[config.mk]
export PLATFORM = sky130hd
export DESIGN_NAME = key_freq_ctrl
export DESIGN_NICKNAME = d
export VERILOG_FILES = /design/src/rtl/key_freq_ctrl.sv
export SDC_FILE = /design/constraint.sdc
export NUM_CORES = 1
export LEC_CHECK = 0
export ABC_AREA = 1
export BUFFER_PORTS_ARGS = -buffer_cell sky130_fd_sc_hd__buf_2
export CAP_MARGIN = 20
export CORE_UTILIZATION = 45
export DETAILED_ROUTE_END_ITERATION = 6
export PLACE_DENSITY = 0.7
export SYNTH_ARGS = -nofsm -noshare
export SYNTH_HDL_FRONTEND = slang
export SYNTH_SLANG_ARGS = --single-unit
export TNS_END_PERCENT = 5
[constraint.sdc]
create_clock -name sys_clk -period 5.5 [get_ports sys_clk]
set_input_delay 0.275 -clock sys_clk [delete_from_list [all_inputs] [get_ports sys_clk]]
set_output_delay 0.275 -clock sys_clk [all_outputs]
set_load 0.01 [all_outputs]
[src/rtl/key_freq_ctrl.sv]
// Key-driven DDS tuning word controller: UP/DOWN with long-press auto-repeat, STEP cycles decade size.
// Optional FREQ_WRAP_EN: wrap around the limits instead of saturating.
module key_freq_ctrl #(
  parameter int unsigned          FW_WIDTH   = 32,
  parameter logic [FW_WIDTH-1:0]  FREQ_INIT  = FW_WIDTH'(1_000_000),
  parameter logic [FW_WIDTH-1:0]  FREQ_MIN   = '0,
  parameter logic [FW_WIDTH-1:0]  FREQ_MAX   = '1,
  parameter int unsigned          LONG_CYC   = 50_000_000,
  parameter int unsigned          REPEAT_CYC = 10_000_000
) (
  input  logic                sys_clk,
  input  logic                rst,
  input  logic                up_flag,
  input  logic                up_state,
  input  logic                dn_flag,
  input  logic                dn_state,
  input  logic                step_flag,
  input  logic                step_state,
  output logic [FW_WIDTH-1:0] freq_word,
  output logic                word_valid,
  output logic [2:0]          step_idx,
  output logic                at_limit
);

  localparam logic [1:0] IDLE   = 2'd0;
  localparam logic [1:0] HOLD   = 2'd1;
  localparam logic [1:0] REPEAT = 2'd2;

  localparam logic DIR_UP = 1'b0;
  localparam logic DIR_DN = 1'b1;

  localparam int unsigned CNT_MAX = (LONG_CYC > REPEAT_CYC) ? LONG_CYC : REPEAT_CYC;
  localparam int unsigned CNT_W   = (CNT_MAX > 2) ? $clog2(CNT_MAX) : 1;
  localparam logic [CNT_W-1:0] LONG_TC   = CNT_W'(LONG_CYC - 1);
  localparam logic [CNT_W-1:0] REPEAT_TC = CNT_W'(REPEAT_CYC - 1);

  logic [1:0]          state_q, state_d;
  logic                dir_q, dir_d;
  logic [CNT_W-1:0]    cnt_q, cnt_d;
  logic [2:0]          step_idx_q, step_idx_d;
  logic [FW_WIDTH-1:0] freq_q, freq_d;
  logic                valid_q, valid_d;

  logic up_press, up_rel, dn_press, dn_rel, step_press, dir_rel;
  logic apply, apply_dn;

  assign up_press   = up_flag & ~up_state;
  assign up_rel     = up_flag & up_state;
  assign dn_press   = dn_flag & ~dn_state;
  assign dn_rel     = dn_flag & dn_state;
  assign step_press = step_flag & ~step_state;
  assign dir_rel    = (dir_q == DIR_DN) ? dn_rel : up_rel;

  // Decade step table 10**gi, truncated to the word width.
  logic [FW_WIDTH-1:0] step_tab [8];
  generate
    for (genvar gi = 0; gi < 8; gi++) begin : g_step
      localparam int unsigned STEP_VAL = 10 ** gi;
      assign step_tab[gi] = FW_WIDTH'(STEP_VAL);
    end
  endgenerate

  logic [FW_WIDTH-1:0] step_val;
  logic [FW_WIDTH:0]   fw_ext, step_ext, min_ext, max_ext, up_sum, dn_floor;
  logic [FW_WIDTH-1:0] up_res, dn_res, new_res;
  logic                new_valid;

  assign step_val = step_tab[step_idx_q];
  assign fw_ext   = {1'b0, freq_q};
  assign step_ext = {1'b0, step_val};
  assign min_ext  = {1'b0, FREQ_MIN};
  assign max_ext  = {1'b0, FREQ_MAX};
  assign up_sum   = fw_ext + step_ext;
  assign dn_floor = min_ext + step_ext;

`ifdef FREQ_WRAP_EN
  // Overshoot past one limit re-enters from the other by the same distance.
  always_comb begin
    up_res = up_sum[FW_WIDTH-1:0];
    if (up_sum > max_ext) begin
      up_res = FW_WIDTH'(min_ext + (up_sum - max_ext - 1'b1));
    end
    dn_res = freq_q - step_val;
    if (fw_ext < dn_floor) begin
      dn_res = FW_WIDTH'(max_ext - ((dn_floor - fw_ext) - 1'b1));
    end
  end
  assign new_res   = apply_dn ? dn_res : up_res;
  assign new_valid = apply;
  assign at_limit  = 1'b0;
`else
  always_comb begin
    up_res = (up_sum > max_ext) ? FREQ_MAX : up_sum[FW_WIDTH-1:0];
    dn_res = (fw_ext < dn_floor) ? FREQ_MIN : (freq_q - step_val);
  end
  assign new_res   = apply_dn ? dn_res : up_res;
  // A saturated step that leaves the word unchanged is not announced.
  assign new_valid = apply && (new_res != freq_q);
  assign at_limit  = (freq_q == FREQ_MIN) || (freq_q == FREQ_MAX);
`endif

  always_comb begin
    state_d    = state_q;
    dir_d      = dir_q;
    cnt_d      = cnt_q;
    step_idx_d = step_idx_q;
    apply      = 1'b0;
    apply_dn   = dir_q;

    if (step_press) begin
      step_idx_d = step_idx_q + 3'd1;
    end

    case (state_q)
      IDLE: begin
        cnt_d = '0;
        if (up_press && !dn_press) begin
          apply    = 1'b1;
          apply_dn = DIR_UP;
          dir_d    = DIR_UP;
          state_d  = HOLD;
        end else if (dn_press && !up_press) begin
          apply    = 1'b1;
          apply_dn = DIR_DN;
          dir_d    = DIR_DN;
          state_d  = HOLD;
        end
      end
      HOLD: begin
        if (dir_rel) begin
          cnt_d   = '0;
          state_d = IDLE;
        end else if (cnt_q == LONG_TC) begin
          apply   = 1'b1;
          cnt_d   = '0;
          state_d = REPEAT;
        end else begin
          cnt_d = cnt_q + 1'b1;
        end
      end
      REPEAT: begin
        if (dir_rel) begin
          cnt_d   = '0;
          state_d = IDLE;
        end else if (cnt_q == REPEAT_TC) begin
          apply = 1'b1;
          cnt_d = '0;
        end else begin
          cnt_d = cnt_q + 1'b1;
        end
      end
      default: begin
        cnt_d   = '0;
        state_d = IDLE;
      end
    endcase

    freq_d  = apply ? new_res : freq_q;
    valid_d = new_valid;
  end

  always_ff @(posedge sys_clk) begin
    if (rst) begin
      state_q    <= IDLE;
      dir_q      <= DIR_UP;
      cnt_q      <= '0;
      step_idx_q <= 3'd0;
      freq_q     <= FREQ_INIT;
      valid_q    <= 1'b0;
    end else begin
      state_q    <= state_d;
      dir_q      <= dir_d;
      cnt_q      <= cnt_d;
      step_idx_q <= step_idx_d;
      freq_q     <= freq_d;
      valid_q    <= valid_d;
    end
  end

  assign freq_word  = freq_q;
  assign word_valid = valid_q;
  assign step_idx   = step_idx_q;

endmodule

Yosys cells after proc, flatten, opt, wreduce, memory -nomap -nowiden
Memory sizes are Yosys's and may differ from the RTL's.
Index checks and enable logic that the tools add are counted.
{ "totals": {"ff_bits": 65, "word_cells": 68, "out_inout_bits": 37, "romBits": 256, "in_bits": 8, "n_memories": 1} }
{ "classes": {"add_sub_neg": 4, "reduce_logical": 9, "eq_ne": 9, "bitwise": 9, "n_lt_le_gt_ge": 3, "n_mux": 27} }
{ "mem_list": {"columns": ["memory", "depth", "word_bits", "read_ports", "rd_clocked_by_memory_dff", "write_ports", "line", "source"], "rows": [
  ["(no name shown)", 8, 32, 1, 0, 0, "68", "assign step_val = step_tab[step_idx_q];"]
]} }
{ "op_table": {"columns": ["operator", "n"], "rows": [
  ["$mux 32", 5],
  ["$mux 26", 4],
  ["$pmux 26 s2", 1],
  ["$add 32x32->33", 1],
  ["$gt 33x32->1 const B", 1],
  ["$eq 32x32->1 const B", 1],
  ["$logic_not 32->1", 1],
  ["$lt 32x32->1", 1],
  ["$ne 32x32->1", 1],
  ["$sub 32x32->32", 1],
  ["$add 26x1->26 const B", 1],
  ["$eq 26x24->1 const B", 1],
  ["$eq 26x26->1 const B", 1],
  ["$mux 1", 10],
  ["$mux 2", 5],
  ["$ne 3x3->1 const B", 2],
  ["$pmux 2 s3", 1],
  ["$and 1x1->1", 5],
  ["$ge 4x4->1 const B", 1],
  ["$not 3->4", 1],
  ["$add 3x1->3 const B", 1],
  ["$logic_and 1x1->1", 3],
  ["$not 1->1", 3],
  ["$pmux 1 s3", 1],
  ["7 further kinds", 8]
]} }

Logic depth before layout (Yosys ltp)
{ "depth": {"ltp_word": 10, "ltp_mapped": 28} }

Worst setup path before layout
Ideal clock, no wire load.
{ "synth_timing": {"path_kind": "register to register", "start": "register step_idx_q[2] (netlist: step_idx[2])", "end": "register valid_q (netlist: word_valid)", "period_less_slack_ps": 3145, "n_path_buf": 2, "arrival_ps": 3033, "required_ps": 5389, "path_slack_ps": 2355, "setup_time_ps": 111, "stages_incl_launch_ff": 25, "path_cell_list": "dfxtp_1 clkbuf_1 clkinv_1 o21ai_0 inv_1 ha_1 nand2_1 inv_1 a21oi_1 nand2_1 nand2_1 nand2_1 nand2_2 nand2_4 nor2_8 buf_6 nand3_1 nand2_1 nor2_1 nor2_1 nand2_1 nor2_1 nand3_1 nor2_1 nor2_1"} }
{ "synth_between": {"elab_chain_cells": 10} }
{ "synth_lines": {"columns": ["element", "line", "source"], "rows": [
  ["start, declared", "40", "logic [2:0] step_idx_q, step_idx_d;"],
  ["start signal, assigned", "174", "step_idx_q <= step_idx_d;"],
  ["$not 3->4 (not written as such) *", "68", null],
  ["$mem_v2 8x32 *", null, null],
  ["$mux 32 (not written as such) * (2 in series)", "68", null],
  ["$add 32x32->33", "73", "assign up_sum = fw_ext + step_ext;"],
  ["$gt 33x32->1", "93", "up_res = (up_sum > max_ext) ? FREQ_MAX : up_sum[FW_WIDTH-1:0];"],
  ["$mux 32", "93", null],
  ["$mux 32 *", "96", "assign new_res = apply_dn ? dn_res : up_res;"],
  ["$ne 32x32->1 *", "98", "assign new_valid = apply && (new_res != freq_q);"],
  ["$logic_and 1x1->1 *", "98", null],
  ["end signal, assigned", "176", "valid_q <= valid_d;"],
  ["end, declared", "42", "logic valid_q, valid_d;"]
]} }
Mark *: on every way between the ends. The rest lies on a longest branch, timed or not. The select of a mux whose other input is x is not followed.
A chain may end at the register's enable or synchronous reset.

Final worst setup path
{ "layout_timing": {"start": "register step_idx_q[1] (netlist: step_idx[1])", "end": "register valid_q (netlist: word_valid)"} }
The elaborated chain is that of the path after synthesis.

==> impl_metrics.json <==
{
  "yosys_warnings": 0,
  "crit_chain": "ha_1 -> ha_1 -> inv_1 -> ha_1 -> nand2_2 -> nor2_2 -> and2_1 -> nand3_2 -> nand2_2 -> nand2_1 -> nand2_2 -> nand3_1 -> nand2_1 -> nand2_1 -> nand2_1 -> nand2_1 -> nor2_1 -> nand2_1 -> nor2_1 -> nand3_1 -> nor2_1 -> nor2_1",
  "place_inst": 1647,
  "layout-drive-gt1-share": 0.06925,
  "diodes": 0,
  "start_util": 0.4680,
  "core-area_mm2": 0.01682,
  "synth_seq_cells": 65,
  "layout.cells.non_filler": 1664,
  "drcViolationCount": 0,
  "synth_area_mm2": 0.007871,
  "timing.fmax_mhz": 231.4,
  "cp_slowest_stage_delay_ns": 0.54,
  "cts_inserted_buffers": 9,
  "period_minus_slack_ns": 4.322,
  "holdCritPathClass": "in -> reg",
  "grt-ovfl-total": 0,
  "syn-instance-count": 1421,
  "grt_pass1_vias": 8387,
  "fin_util": 0.5048,
  "dieWidth_um": 134.3,
  "fin_nets": 1506,
  "outcome": "finished clean",
  "port_buffers": 44,
  "busiest_layer": "met2",
  "route.vias.total": 9296,
  "hold_viol_final": 0,
  "grt_use_total": 0.3274,
  "synth_edf_count": 0,
  "placed_area_mm2": 0.008160,
  "rsz0062_at_grt": "false",
  "setup_tns_ns": 0,
  "critical_path.top_delay_family": "simple AND/OR/NAND/NOR gates",
  "finalMaxSlewViolations": 0,
  "rows": 47,
  "synth_seq_area_share": 0.1653,
  "first_pass_iters": 6,
  "crit_path_top_delay_cell": "nand2_2",
  "syn_area_per_cell_um2": 5.539,
  "fin_hold_ws_ns": 0.2874,
  "dp_hpwl_um": 23610,
  "maxCapViolCount": 0,
  "cts-root-buf": "clkbuf_16",
  "clock_path_buffers": 2,
  "globalplace.congestion": 1.041,
  "ys.flop_type": "dfxtp_1",
  "design_area_mm2": 0.008491,
  "clk_latency_ns": 0.34,
  "grt_start_max_net_pins": 45,
  "final-setup-viol-count": 0,
  "cp_common_cell": "nand2_1",
  "start_kind": "flop",
  "power.density_mw_per_mm2": 483.4,
  "met1_usage": 0.4595,
  "wirelength_um": 29080,
  "ant_nets": 0,
  "path_max_fanout": 30,
  "final_cell_mix": "nand2_1 (450), inv_1 (212), nor2_1 (138), nand3_1 (119), a21oi_1 (91)",
  "hold_buffers": 0,
  "synth_nets": 1488,
  "grt.met3_usage": 0.06803,
  "end_kind": "flop",
  "cts_resized": 0,
  "ir_drop_uv": 331.6,
  "cellLeakagePower_nw": 4.457,
  "drtIter0Drc": 988,
  "use_met2": 0.4980,
  "h-tree-depth": 3,
  "cts_tree": "yes",
  "finalPower_mw": 4.104,
  "area_delta_synth_final_pct": 7.868,
  "worstSetupPathType": "reg -> reg",
  "critPathRequiredTime_ns": 5.74,
  "cts.sinks": 65,
  "dieArea_mm2": 0.01802,
  "wl_per_cell_um": 17.47,
  "min_period_over_period": 0.7857,
  "io_pins": 45,
  "synthArstFlopShare": 0,
  "cts_setup_buffers": 0,
  "tightest_slew_ns": 0.8994,
  "clk_pin_slew_ns": 0.06,
  "vias_per_cell": 5.587,
  "maxSlewHeadroom": 0.3997,
  "skew_ns": 0.01053,
  "grt_pass1_wl_um": 45270,
  "critPathArrivalTime_ns": 4.56,
  "worst_slack_ns": 1.178,
  "fill_cells": 1900,
  "critical_path_buf_inv_count": 1,
  "fp.dieH_um": 134.3,
  "final_common_cell": "nand2_1",
  "antenna_found_initial": 0,
  "place_ws_ns": 1.304,
  "synth_cell_types": 49
}
flip-flops by register name, indices dropped and copies added (netlist names):
name and count:
freq_word 32, cnt_q 26, step_idx 3, state_q 2, dir_q 1, word_valid 1
power by group:
part           switching, mW  leakage [nW]  internal, mW  total [mW]
clock                  0.243         0.146         0.355       0.597
combinational           1.90          3.78         0.821        2.72
sequential             0.233         0.531         0.556       0.790
total                   2.37          4.46          1.73        4.10
cell type report:
class | count | area, µm² | area share
Timing Repair Buffer | 46 | 255.2 | 0.03006
Clock inverter | 7 | 77.57 | 0.009136
Clock buffer | 9 | 225.2 | 0.02653
Tap cell | 220 | 275.3 | 0.03242
Multi-Input combinational cell | 1089 | 5498 | 0.6475
Inverter | 228 | 858.3 | 0.1011
Sequential cell | 65 | 1301 | 0.1533
cells in the mapped netlist, types with 14 or more instances:
cell type	number	area (µm²)
inv_1	212	795.8
nor2_1	138	518.0
nor3_1	25	125.1
o21ai_0	65	325.3
a21oi_1	91	455.4
nand4_1	37	231.5
xor2_1	26	227.7
nand3_1	119	595.6
ha_1	57	713.2
nand2_1	450	1689
nor4_1	14	87.58
dfxtp_1	65	1301
kinds of logic after synthesis:
logic type,after synthesis,synth area share
buf+inv,267,0.1362
xor+xnor,28,0.03116
fa+ha+maj,59,0.09569
flops,65,0.1653
simple gates,819,0.4464
compound gates,183,0.1253
path summary, 6_finish.rpt:
kind / startpoint / end / slack [ns] / depth (start not counted)
max: step_idx[1]$_SDFFE_PP0P_ / word_valid$_SDFF_PP0_ / 1.18 / 22
min: rst / dir_q$_SDFF_PP0_ / 0.29 / 2
max reg2reg: step_idx[1]$_SDFFE_PP0P_ / word_valid$_SDFF_PP0_ / 1.18 / 22
min reg2reg: cnt_q[0]$_SDFF_PP0_ / cnt_q[0]$_SDFF_PP0_ / 0.47 / 1
routing by layer:
| metal | wire [µm] | share of wire |
|---|---|---|
| met5 | 0 | 0 |
| met3 | 3128 | 0.11 |
| met2 | 12400 | 0.43 |
| met1 | 12810 | 0.44 |
| met4 | 746 | 0.026 |
Power figures use the tool's default switching activity.
